## src/rtl/seq_divider.sv

```systemverilog
// Sequential restoring divider: one quotient bit per clock, signed or unsigned,
// with divide-by-zero and signed-overflow flags and a valid/ready handshake.
`ifndef DEFAULT_WIDTH
`define DEFAULT_WIDTH 8
`endif

module addsub #(
  parameter int w = 9
) (
  input  logic [w-1:0] a,
  input  logic [w-1:0] b,
  input  logic         sub,
  input  logic         cin,
  output logic [w-1:0] sum,
  output logic         cout
);
  logic [w:0] full;

  // In subtract mode cin acts as a borrow-in, so sub=1/cin=0 yields a - b and cout=1 means no borrow.
  assign full = {1'b0, a} + {1'b0, b ^ {w{sub}}} + {{w{1'b0}}, cin ^ sub};
  assign sum  = full[w-1:0];
  assign cout = full[w];
endmodule

// state | meaning
// IDLE  | in_ready high, waiting for a request
// CALC  | one restoring iteration per clock, sign fix-up on the last one
// DONE  | result held; out_valid rises one cycle after entry, exits on out_ready
module seq_divider #(
  parameter int n = `DEFAULT_WIDTH
) (
  input  logic         clk,
  input  logic         rst_n,
  input  logic         in_valid,
  output logic         in_ready,
  input  logic [n-1:0] dividend,
  input  logic [n-1:0] divisor,
  input  logic         signed_op,
  output logic         out_valid,
  input  logic         out_ready,
  output logic [n-1:0] quotient,
  output logic [n-1:0] remainder,
  output logic         div_zero,
  output logic         ovf
);
  typedef enum logic [1:0] {IDLE, CALC, DONE} state_t;

  localparam int cw = (n > 2) ? $clog2(n) : 1;

  state_t        state;
  logic [n-1:0]  dvd_sh;
  logic [n-1:0]  dsr_mag;
  logic [n-1:0]  quo;
  logic [n-1:0]  rem;
  logic [cw-1:0] cnt;
  logic          q_neg;
  logic          r_neg;
  logic          ovf_pend;

  logic          dvd_neg;
  logic          dsr_neg;
  logic [n-1:0]  dvd_abs;
  logic [n-1:0]  dsr_abs;
  logic          is_ovf;
  logic [n:0]    shifted;
  logic [n:0]    diff;
  logic          cout;
  logic          take;
  logic [n-1:0]  quo_next;
  logic [n-1:0]  rem_next;

  assign dvd_neg = signed_op & dividend[n-1];
  assign dsr_neg = signed_op & divisor[n-1];
  assign dvd_abs = dvd_neg ? -dividend : dividend;
  assign dsr_abs = dsr_neg ? -divisor : divisor;
  assign is_ovf  = signed_op && (dividend == {1'b1, {(n-1){1'b0}}}) && (divisor == {n{1'b1}});

  assign shifted = {rem, dvd_sh[n-1]};

  addsub #(.w(n+1)) u_addsub (
    .a    (shifted),
    .b    ({1'b0, dsr_mag}),
    .sub  (1'b1),
    .cin  (1'b0),
    .sum  (diff),
    .cout (cout)
  );

  // diff[n] is always 0 when there is no borrow; folding it in keeps every sum bit live.
  assign take     = cout & ~diff[n];
  assign quo_next = {quo[n-2:0], take};
  assign rem_next = take ? diff[n-1:0] : shifted[n-1:0];

  always_ff @(posedge clk) begin
    if (!rst_n) begin
      state     <= IDLE;
      in_ready  <= 1'b1;
      out_valid <= 1'b0;
      quotient  <= '0;
      remainder <= '0;
      div_zero  <= 1'b0;
      ovf       <= 1'b0;
      dvd_sh    <= '0;
      dsr_mag   <= '0;
      quo       <= '0;
      rem       <= '0;
      cnt       <= '0;
      q_neg     <= 1'b0;
      r_neg     <= 1'b0;
      ovf_pend  <= 1'b0;
    end else begin
      case (state)
        IDLE: begin
          if (in_valid) begin
            in_ready <= 1'b0;
            if (divisor == '0) begin
              quotient  <= {n{1'b1}};
              remainder <= dividend;
              div_zero  <= 1'b1;
              ovf       <= 1'b0;
              state     <= DONE;
            end else begin
              dvd_sh   <= dvd_abs;
              dsr_mag  <= dsr_abs;
              quo      <= '0;
              rem      <= '0;
              cnt      <= cw'(n - 1);
              q_neg    <= dvd_neg ^ dsr_neg;
              r_neg    <= dvd_neg;
              ovf_pend <= is_ovf;
              state    <= CALC;
            end
          end
        end
        CALC: begin
          quo    <= quo_next;
          rem    <= rem_next;
          dvd_sh <= {dvd_sh[n-2:0], 1'b0};
          if (cnt == '0) begin
            quotient  <= q_neg ? -quo_next : quo_next;
            remainder <= r_neg ? -rem_next : rem_next;
            div_zero  <= 1'b0;
            ovf       <= ovf_pend;
            state     <= DONE;
          end else begin
            cnt <= cnt - 1'b1;
          end
        end
        DONE: begin
          if (!out_valid) begin
            out_valid <= 1'b1;
          end else if (out_ready) begin
            out_valid <= 1'b0;
            in_ready  <= 1'b1;
            state     <= IDLE;
          end
        end
        default: begin
          state     <= IDLE;
          in_ready  <= 1'b1;
          out_valid <= 1'b0;
        end
      endcase
    end
  end
endmodule

```

## config.mk

```make
export PLATFORM = sky130hd
export DESIGN_NAME = seq_divider
export DESIGN_NICKNAME = d
export VERILOG_FILES = /design/src/rtl/seq_divider.sv
export SDC_FILE = /design/constraint.sdc
export NUM_CORES = 1
export LEC_CHECK = 0
export ABC_AREA = 1
export CAP_MARGIN = 20
export CORE_MARGIN = 3
export CORE_UTILIZATION = 45
export DETAILED_ROUTE_END_ITERATION = 12
export HOLD_SLACK_MARGIN = 0.15
export MAX_ROUTING_LAYER = met4
export PLACE_DENSITY_LB_ADDON = 0.1
export SYNTH_ARGS = -nofsm -noshare
export SYNTH_HDL_FRONTEND = slang
export SYNTH_SLANG_ARGS = --single-unit
export TNS_END_PERCENT = 20
```

## constraint.sdc

```tcl
create_clock -name clk -period 4.4 [get_ports clk]
set_clock_uncertainty 0.05 [all_clocks]
set_input_delay 0.44 -clock clk [delete_from_list [all_inputs] [get_ports clk]]
set_output_delay 0.44 -clock clk [all_outputs]
set_load 0.01 [all_outputs]
```

==> parameters.txt, run 1 <==
Parameter                              Value

Run status
  Run status    complete, no violations

Timing
  Fmax    345 MHz
  Hold violation total from the final report    0
  RSZ-0062 raised after global routing    false
  Part of the cycle the worst path needs    0.658
  Actual transition at the worst max-transition pin    around 0.99 ns
  Worst Hold Slack    roughly 0.42 ns
  Slew HR    0.341
  Final Worst Setup Slack    approximately 1.5 ns
  Setup TNS after final layout    0 ns
  Pins over their slew limit    0
  Final number of setup-violating endpoints    0
  Post-layout minimum cycle time    approximately 2.9 ns

Place
  Routability-driven placement congestion ratio    0.897
  DPL Wire Length    approximately 6900 um
  Setup WS pre-CTS    1.42 ns
  Post-placement cell area    between 4000 and 5000 um^2
  Port Buffer Count    40

Worst setup path
  Data arrival, critical path    3.07 ns
  Critical Path Start Type    register
  Critical path class    reg -> reg
  R2R setup slack    1.50 ns
  Critical Path Sink Type    register
  Worst EP required    4.57 ns
  Max FO, Critical Path    12

CTS
  CTS clock-pin slew for the worst setup and hold paths    0.07 ns
  # clock sinks    around 60
  TritonCTS clock tree    done
  Hold_buf cts    0
  Inserted Clock Buffers    9
  Post-CTS Repair Setup Buffers    0
  Insertion delay to the later sink of the worst-skew pair    between 0.3 and 0.4 ns
  Post-CTS resize count    0
  Maximum clock insertion buffer count    2
  Root Buffer Master    sky130_fd_sc_hd__clkbuf_8
  Number of H-tree levels    3

Logic synthesis
  Cell area after technology mapping    approximately 3600 um^2
  Count of unique library cells instantiated by Yosys    just over 40
  Area fraction of the dominant cell type after synthesis    0.325
  Sequential-to-total area share from yosys stat    0.325
  Warning count from the yosys run    0
  Number of storage elements in the synthesis netlist    a little under 60
  Cell types occupying the most area after synthesis    sky130_fd_sc_hd__dfxtp_1 33%, sky130_fd_sc_hd__nand2_1 14%, sky130_fd_sc_hd__inv_1 7.5%
  Synthesized instance count    approximately 540
  Post-synthesis async set-or-reset flop share    0
  Count of flip-flops with a built-in enable after synthesis    0
  Post-synth top area cell    sky130_fd_sc_hd__dfxtp_1
  Leading register cell type out of synthesis    sky130_fd_sc_hd__dfxtp_1
  Mean cell area of the mapped netlist    6.69 um^2
  Net count after synthesis    580

Global routing
  Maximum number of pins on one net before global-route repair    35
  Antenna violations before repair    0
  Congestion Overflow GR    0
  Via count of the first global-routing pass    3352
  GR Util All Layers    0.224
  First-pass GRT wire length    around 15000 um

Cells and area
  Number of nets in the layout    617
  Number of diodes    0
  Multi-input logic area    about 2100 um^2
  Number of filler instances in the final layout    794
  Area taken by flip-flops and latches    between 1000 and 1500 um^2
  Fraction of layout instances using a drive strength above 1    0.0788
  Layout Area Growth over Synthesis    18.2%
  Final Core Density    0.553
  Finished Cell Area    4290 um^2

Floorplan
  Std-Cell Rows    32
  Area of the placeable core    7770 um^2
  Floorplan die height    around 96 um
  Total Die Area    roughly 9000 um^2
  Starting density of the core    0.468
  Die Width    ~96 um
  Top-Level Pins    41

Power
  Power Density    around 650 nW/um^2
  Part of the total power dissipated in sequential elements    0.283
  Combinational Power Share    0.539
  Switching share of power    0.458
  Maximum resistive drop on vdd    0.283 mV
  Net switching power    1280 uW
  Leak pwr    between 0.0015 and 0.002 uW
  Cell-internal power    1520 uW
  Portion of total power attributed to the clock network    0.178

Worst hold path
  Type of the most critical hold path    reg -> reg

Detailed routing
  Via count    roughly 3500
  Post-route DRC    0
  Final ANT Viol Nets    0
  Detailed-route wire length per cell    approximately 13 um
  Routed WL    around 9000 um
  Detailed-route vias per instance    5.15
  First DRT Iteration DRCs    ~130
  Drt pass-1 iters    4

Run
  Maximum Capacitance Violations    0
-- power groups by stage --
stage / registers, uW / clock network, uW / logic (uW)
floorplan: 800 / 0 / 1110
CTS: 793 / 508 / 1510
global placement: 803 / 0 / 1480
global route: 812 / 532 / 1720
finish: 792 / 498 / 1510
detailed placement: 803 / 0 / 1500
-- final timing paths --
kind                                start            to  cells after the start
worst max register to register  dvd_sh[7]  remainder[6]                     18
worst min register to register   div_zero      div_zero                      2
worst max-delay path            dvd_sh[7]  remainder[6]                     18
worst min-delay path             div_zero      div_zero                      2
-- state kept, by name (all words and copies together), names as in the netlist, 2 cells and up --
signal,cells
cnt,3
dsr_mag,8
dvd_sh,8
quo,7
quotient,8
rem,8
remainder,8
state,2
-- layer usage --
| metal | vias up | routed length [um] | GRT usage |
|---|---|---|---|
| met5 | - | 0 | - |
| met4 | 0 | 164 | 0.0829 |
| met3 | 13 | 323 | 0.0391 |
| met2 | 65 | 4330 | 0.359 |
| met1 | 1592 | 4320 | 0.283 |
| li1 | 1863 | - | - |
-- critical path: stages, from the launching register on --
cell	delay [ns]
sky130_fd_sc_hd__dfxtp_1	0.31
sky130_fd_sc_hd__inv_1	0.09
sky130_fd_sc_hd__ha_1	0.14
sky130_fd_sc_hd__inv_1	0.06
sky130_fd_sc_hd__fa_1	0.40
sky130_fd_sc_hd__nand2_1	0.08
sky130_fd_sc_hd__nand2_1	0.12
sky130_fd_sc_hd__nand3_2	0.12
sky130_fd_sc_hd__nand3_2	0.20
sky130_fd_sc_hd__nand3_4	0.25
sky130_fd_sc_hd__nand2_1	0.11
sky130_fd_sc_hd__nand2_2	0.08
sky130_fd_sc_hd__ha_1	0.16
sky130_fd_sc_hd__nand3_1	0.10
sky130_fd_sc_hd__nand2_1	0.09
sky130_fd_sc_hd__o21ai_0	0.10
sky130_fd_sc_hd__and2_1	0.15
sky130_fd_sc_hd__nor2_1	0.11
sky130_fd_sc_hd__nor2_1	0.05
-- cell families (layout without fill, tap and decap cells) --
| family | count (synthesis) | after routing | synth area share |
|---|---|---|---|
| xor+xnor | 8 | 8 | 0.0193 |
| compound gates | 108 | 108 | 0.167 |
| fa+ha+maj | 16 | 16 | 0.0572 |
| flops | 59 | 59 | 0.325 |
| buf+inv | 96 | 137 | 0.106 |
| simple gates | 256 | 256 | 0.325 |
-- through the flow --
step           total power [uW]  cells
2_1_floorplan              1910    543
3_3_place_gp               2280    671
3_5_place_dp               2310    671
4_1_cts                    2810    686
5_1_grt                    3060    686
6_report                   2800    686
-- synth_stat cells (3+ instances only) --
library cell,instances
sky130_fd_sc_hd__o21ai_0,35
sky130_fd_sc_hd__nand2_1,134
sky130_fd_sc_hd__nor3_1,3
sky130_fd_sc_hd__nand2_2,7
sky130_fd_sc_hd__a21oi_1,46
sky130_fd_sc_hd__nand3_1,40
sky130_fd_sc_hd__a31oi_1,10
sky130_fd_sc_hd__a211oi_1,3
sky130_fd_sc_hd__nor2_1,37
sky130_fd_sc_hd__dfxtp_1,59
sky130_fd_sc_hd__inv_2,5
sky130_fd_sc_hd__clkbuf_1,8
sky130_fd_sc_hd__nand2_4,3
sky130_fd_sc_hd__o211ai_1,5
sky130_fd_sc_hd__ha_1,15
sky130_fd_sc_hd__xor2_1,7
sky130_fd_sc_hd__nand4_1,17
sky130_fd_sc_hd__buf_2,6
sky130_fd_sc_hd__nand3_2,5
sky130_fd_sc_hd__inv_1,73
-- layout by cell type (no fill, tap or decap), types with 2 or more instances in the layout --
| master | instances |
|---|---|
| sky130_fd_sc_hd__nand2_1 | 134 |
| sky130_fd_sc_hd__inv_1 | 73 |
| sky130_fd_sc_hd__dfxtp_1 | 59 |
| sky130_fd_sc_hd__a21oi_1 | 46 |
| sky130_fd_sc_hd__nand3_1 | 40 |
| sky130_fd_sc_hd__clkdlybuf4s50_1 | 40 |
| sky130_fd_sc_hd__nor2_1 | 37 |
| sky130_fd_sc_hd__o21ai_0 | 35 |
| sky130_fd_sc_hd__nand4_1 | 17 |
| sky130_fd_sc_hd__ha_1 | 15 |
| sky130_fd_sc_hd__clkbuf_8 | 11 |
| sky130_fd_sc_hd__a31oi_1 | 10 |
| sky130_fd_sc_hd__nand2_2 | 7 |
| sky130_fd_sc_hd__xor2_1 | 7 |
| sky130_fd_sc_hd__inv_2 | 5 |
| sky130_fd_sc_hd__nand3_2 | 5 |
| sky130_fd_sc_hd__o211ai_1 | 5 |
| sky130_fd_sc_hd__nand2_4 | 3 |
| sky130_fd_sc_hd__a211oi_1 | 3 |
| sky130_fd_sc_hd__nor3_1 | 3 |
| sky130_fd_sc_hd__buf_4 | 3 |
| sky130_fd_sc_hd__nand3_4 | 2 |
| sky130_fd_sc_hd__nor2_2 | 2 |
| sky130_fd_sc_hd__a41oi_1 | 2 |
| sky130_fd_sc_hd__o21a_1 | 2 |
| sky130_fd_sc_hd__clkinvlp_4 | 2 |
-- cell type report --
class                           count  share of cell area
Timing Repair Buffer               43              0.0985
Clock buffer                       11              0.0353
Multi-Input combinational cell    388               0.481
Sequential cell                    59               0.275
Clock inverter                      4              0.0117
Tap cell                          102              0.0297
Inverter                           79              0.0691
Note: power is estimated with default switching activity, not from simulation.
==> run 2: changes to the inputs <==
Clock period 4.4 ns to 2.6 ns, I/O delays scaled along.
==> parameters.txt, run 2 (synthesized netlist as in run 1, its figures left out) <==
Parameter                              Value

Global routing
  GRT met1 Usage    0.309
  Met2 usage in global routing    0.342
  GR Util All Layers    0.227
  Met3 global-route usage    0.0446
  First-pass GRT wire length    ~16000 um
  Via count of the first global-routing pass    between 3000 and 4000
  Antenna violations before repair    0
  GRT busiest layer    met2
  Congestion Overflow GR    0
  Maximum number of pins on one net before global-route repair    33

Power
  Portion of total power attributed to the clock network    0.151
  Power Density    1170 nW/um^2
  Part of the total power dissipated in sequential elements    0.245
  Combinational Power Share    0.605
  Maximum resistive drop on vdd    between 0.7 and 0.8 mV
  Leak pwr    0.00205 uW
  Switching share of power    0.457
  Net switching power    between 2000 and 3000 uW
  Overall power consumption    about 5500 uW
  Cell-internal power    3000 uW

Cells and area
  Layout Area Growth over Synthesis    30.5%
  Number of diodes    0
  Number of filler instances in the final layout    slightly above 700
  Fraction of layout instances using a drive strength above 1    0.174
  Most common library cell in the layout ignoring fill and taps    sky130_fd_sc_hd__nand2_1
  Number of nets in the layout    640
  Most used cells in the layout excluding fill and tap cells    123 x sky130_fd_sc_hd__nand2_1, 70 x sky130_fd_sc_hd__inv_1, 57 x sky130_fd_sc_hd__dfxtp_1
  Finished Cell Area    between 4000 and 5000 um^2

Detailed routing
  Final ANT Viol Nets    0
  Post-route DRC    0
  Drt pass-1 iters    7
  Detailed-route wire length per cell    14.2 um
  Routed WL    a little over 10000 um
  Via count    3770
  Detailed-route vias per instance    5.31
  First DRT Iteration DRCs    250

CTS
  Maximum clock insertion buffer count    2
  Root Buffer Master    sky130_fd_sc_hd__clkbuf_8
  Number of H-tree levels    3
  Inserted Clock Buffers    9
  TritonCTS clock tree    done
  CTS clock-pin slew for the worst setup and hold paths    0.07 ns
  # clock sinks    59
  Insertion delay to the later sink of the worst-skew pair    between 0.3 and 0.4 ns

Floorplan
  Floorplan die height    95.8 um
  Starting density of the core    0.468
  Std-Cell Rows    32
  Area of the placeable core    between 7000 and 8000 um^2
  Total Die Area    between 9000 and 10000 um^2
  Die Width    about 96 um
  Top-Level Pins    ~40

Place
  DPL Wire Length    about 7100 um
  Routability-driven placement congestion ratio    around 0.94
  Port Buffer Count    40
  Post-placement cell area    about 4200 um^2

Worst setup path
  Max FO, Critical Path    5
  Data arrival, critical path    2.75 ns
  Worst EP required    2.78 ns
  Timing startpoint of the critical path    dvd_sh[7]
  Critical Path Start Type    register
  Worst r2r src    dvd_sh[7]
  Critical Path Sink Type    register
  Critical path class    reg -> reg

Timing
  Part of the cycle the worst path needs    0.987
  RSZ-0062 raised after global routing    true
  Slew HR    0.573
  Fmax    between 300 and 400 MHz
  Worst Hold Slack    a little over 0.4 ns
  Pins over their slew limit    0
  Final number of setup-violating endpoints    0
  Hold violation total from the final report    0
  Post-layout minimum cycle time    ~2.6 ns
  Actual transition at the worst max-transition pin    about 0.64 ns

Run
  Maximum Capacitance Violations    0

Worst hold path
  Startpoint of the lowest-slack hold path    in_ready
  Type of the most critical hold path    reg -> reg

Run status
  Run status    complete, no violations
run 2: power by group through the flow:
stage                     sequential [uW]  combinational, uW  clock, uW
final                                1350               3340        833
after CTS                            1340               2740        849
after floorplan                      1350               1890          0
after detailed placement             1360               2730          0
after global placement               1350               2670          0
after global routing                 1380               3700        886
run 2: what timing repair did:
action	4_1_cts	5_1_grt
buffers inserted	0	11
pin swaps	1	33
gates resized for setup	1	61
hold buffers	0	0
endpoints found under the setup margin	3	11
run 2: final cells by class:
cell class                 instances  area, um^2  area share
inverter                          79         302      0.0636
clock buffer                       9         124      0.0261
sequential                        59        1180       0.250
clock inverter                     7        68.8      0.0145
timing repair buffer              66         612       0.129
multi-input combinational        388        2320       0.490
tap                              102         128      0.0269
run 2: path summary, 6_finish.rpt:
check                 end  slack [ns]  cells past startpoint
max          remainder[6]        0.03                     18
min              in_ready        0.41                      2
max reg2reg  remainder[6]        0.03                     18
min reg2reg      in_ready        0.41                      2
run 2: metal layers:
metal | vias up | routed length (um)
met5 | - | 0
met3 | 15 | 456
met1 | 1748 | 4850
met2 | 93 | 4610
li1 | 1914 | -
met4 | 0 | 187
run 2: stage by stage:
step	util	instances	setup WS [ns]	TNS, ns
finish	0.610	710	0.0335	0
global route	0.610	710	-0.126	-0.629
CTS	0.565	699	0.00304	0
detailed placement	0.540	683	-0.0244	-0.0468
global placement	0.540	683	0.0644	0
floorplan	-	543	0.0112	0
run 2: worst max-delay path, stage by stage, from the launching register on:
cell	delay [ns]
sky130_fd_sc_hd__dfxtp_2	0.33
sky130_fd_sc_hd__inv_4	0.06
sky130_fd_sc_hd__ha_4	0.13
sky130_fd_sc_hd__inv_4	0.03
sky130_fd_sc_hd__fa_2	0.39
sky130_fd_sc_hd__nand2_2	0.09
sky130_fd_sc_hd__nand2_4	0.06
sky130_fd_sc_hd__nand3_4	0.11
sky130_fd_sc_hd__nand2_4	0.06
sky130_fd_sc_hd__nand2_4	0.09
sky130_fd_sc_hd__nand4_1	0.21
sky130_fd_sc_hd__nand2_4	0.15
sky130_fd_sc_hd__ha_4	0.16
sky130_fd_sc_hd__nand3_2	0.09
sky130_fd_sc_hd__nand2_2	0.09
sky130_fd_sc_hd__o21ai_2	0.06
sky130_fd_sc_hd__and2_1	0.14
sky130_fd_sc_hd__nor2_1	0.09
sky130_fd_sc_hd__nor2_1	0.04
==> run 3: changes to the inputs <==
Settings changed: HOLD_SLACK_MARGIN 0.15 to 0.08.
==> results of run 3 <==
Final layout, timing and power as in run 2 (identical DEF).
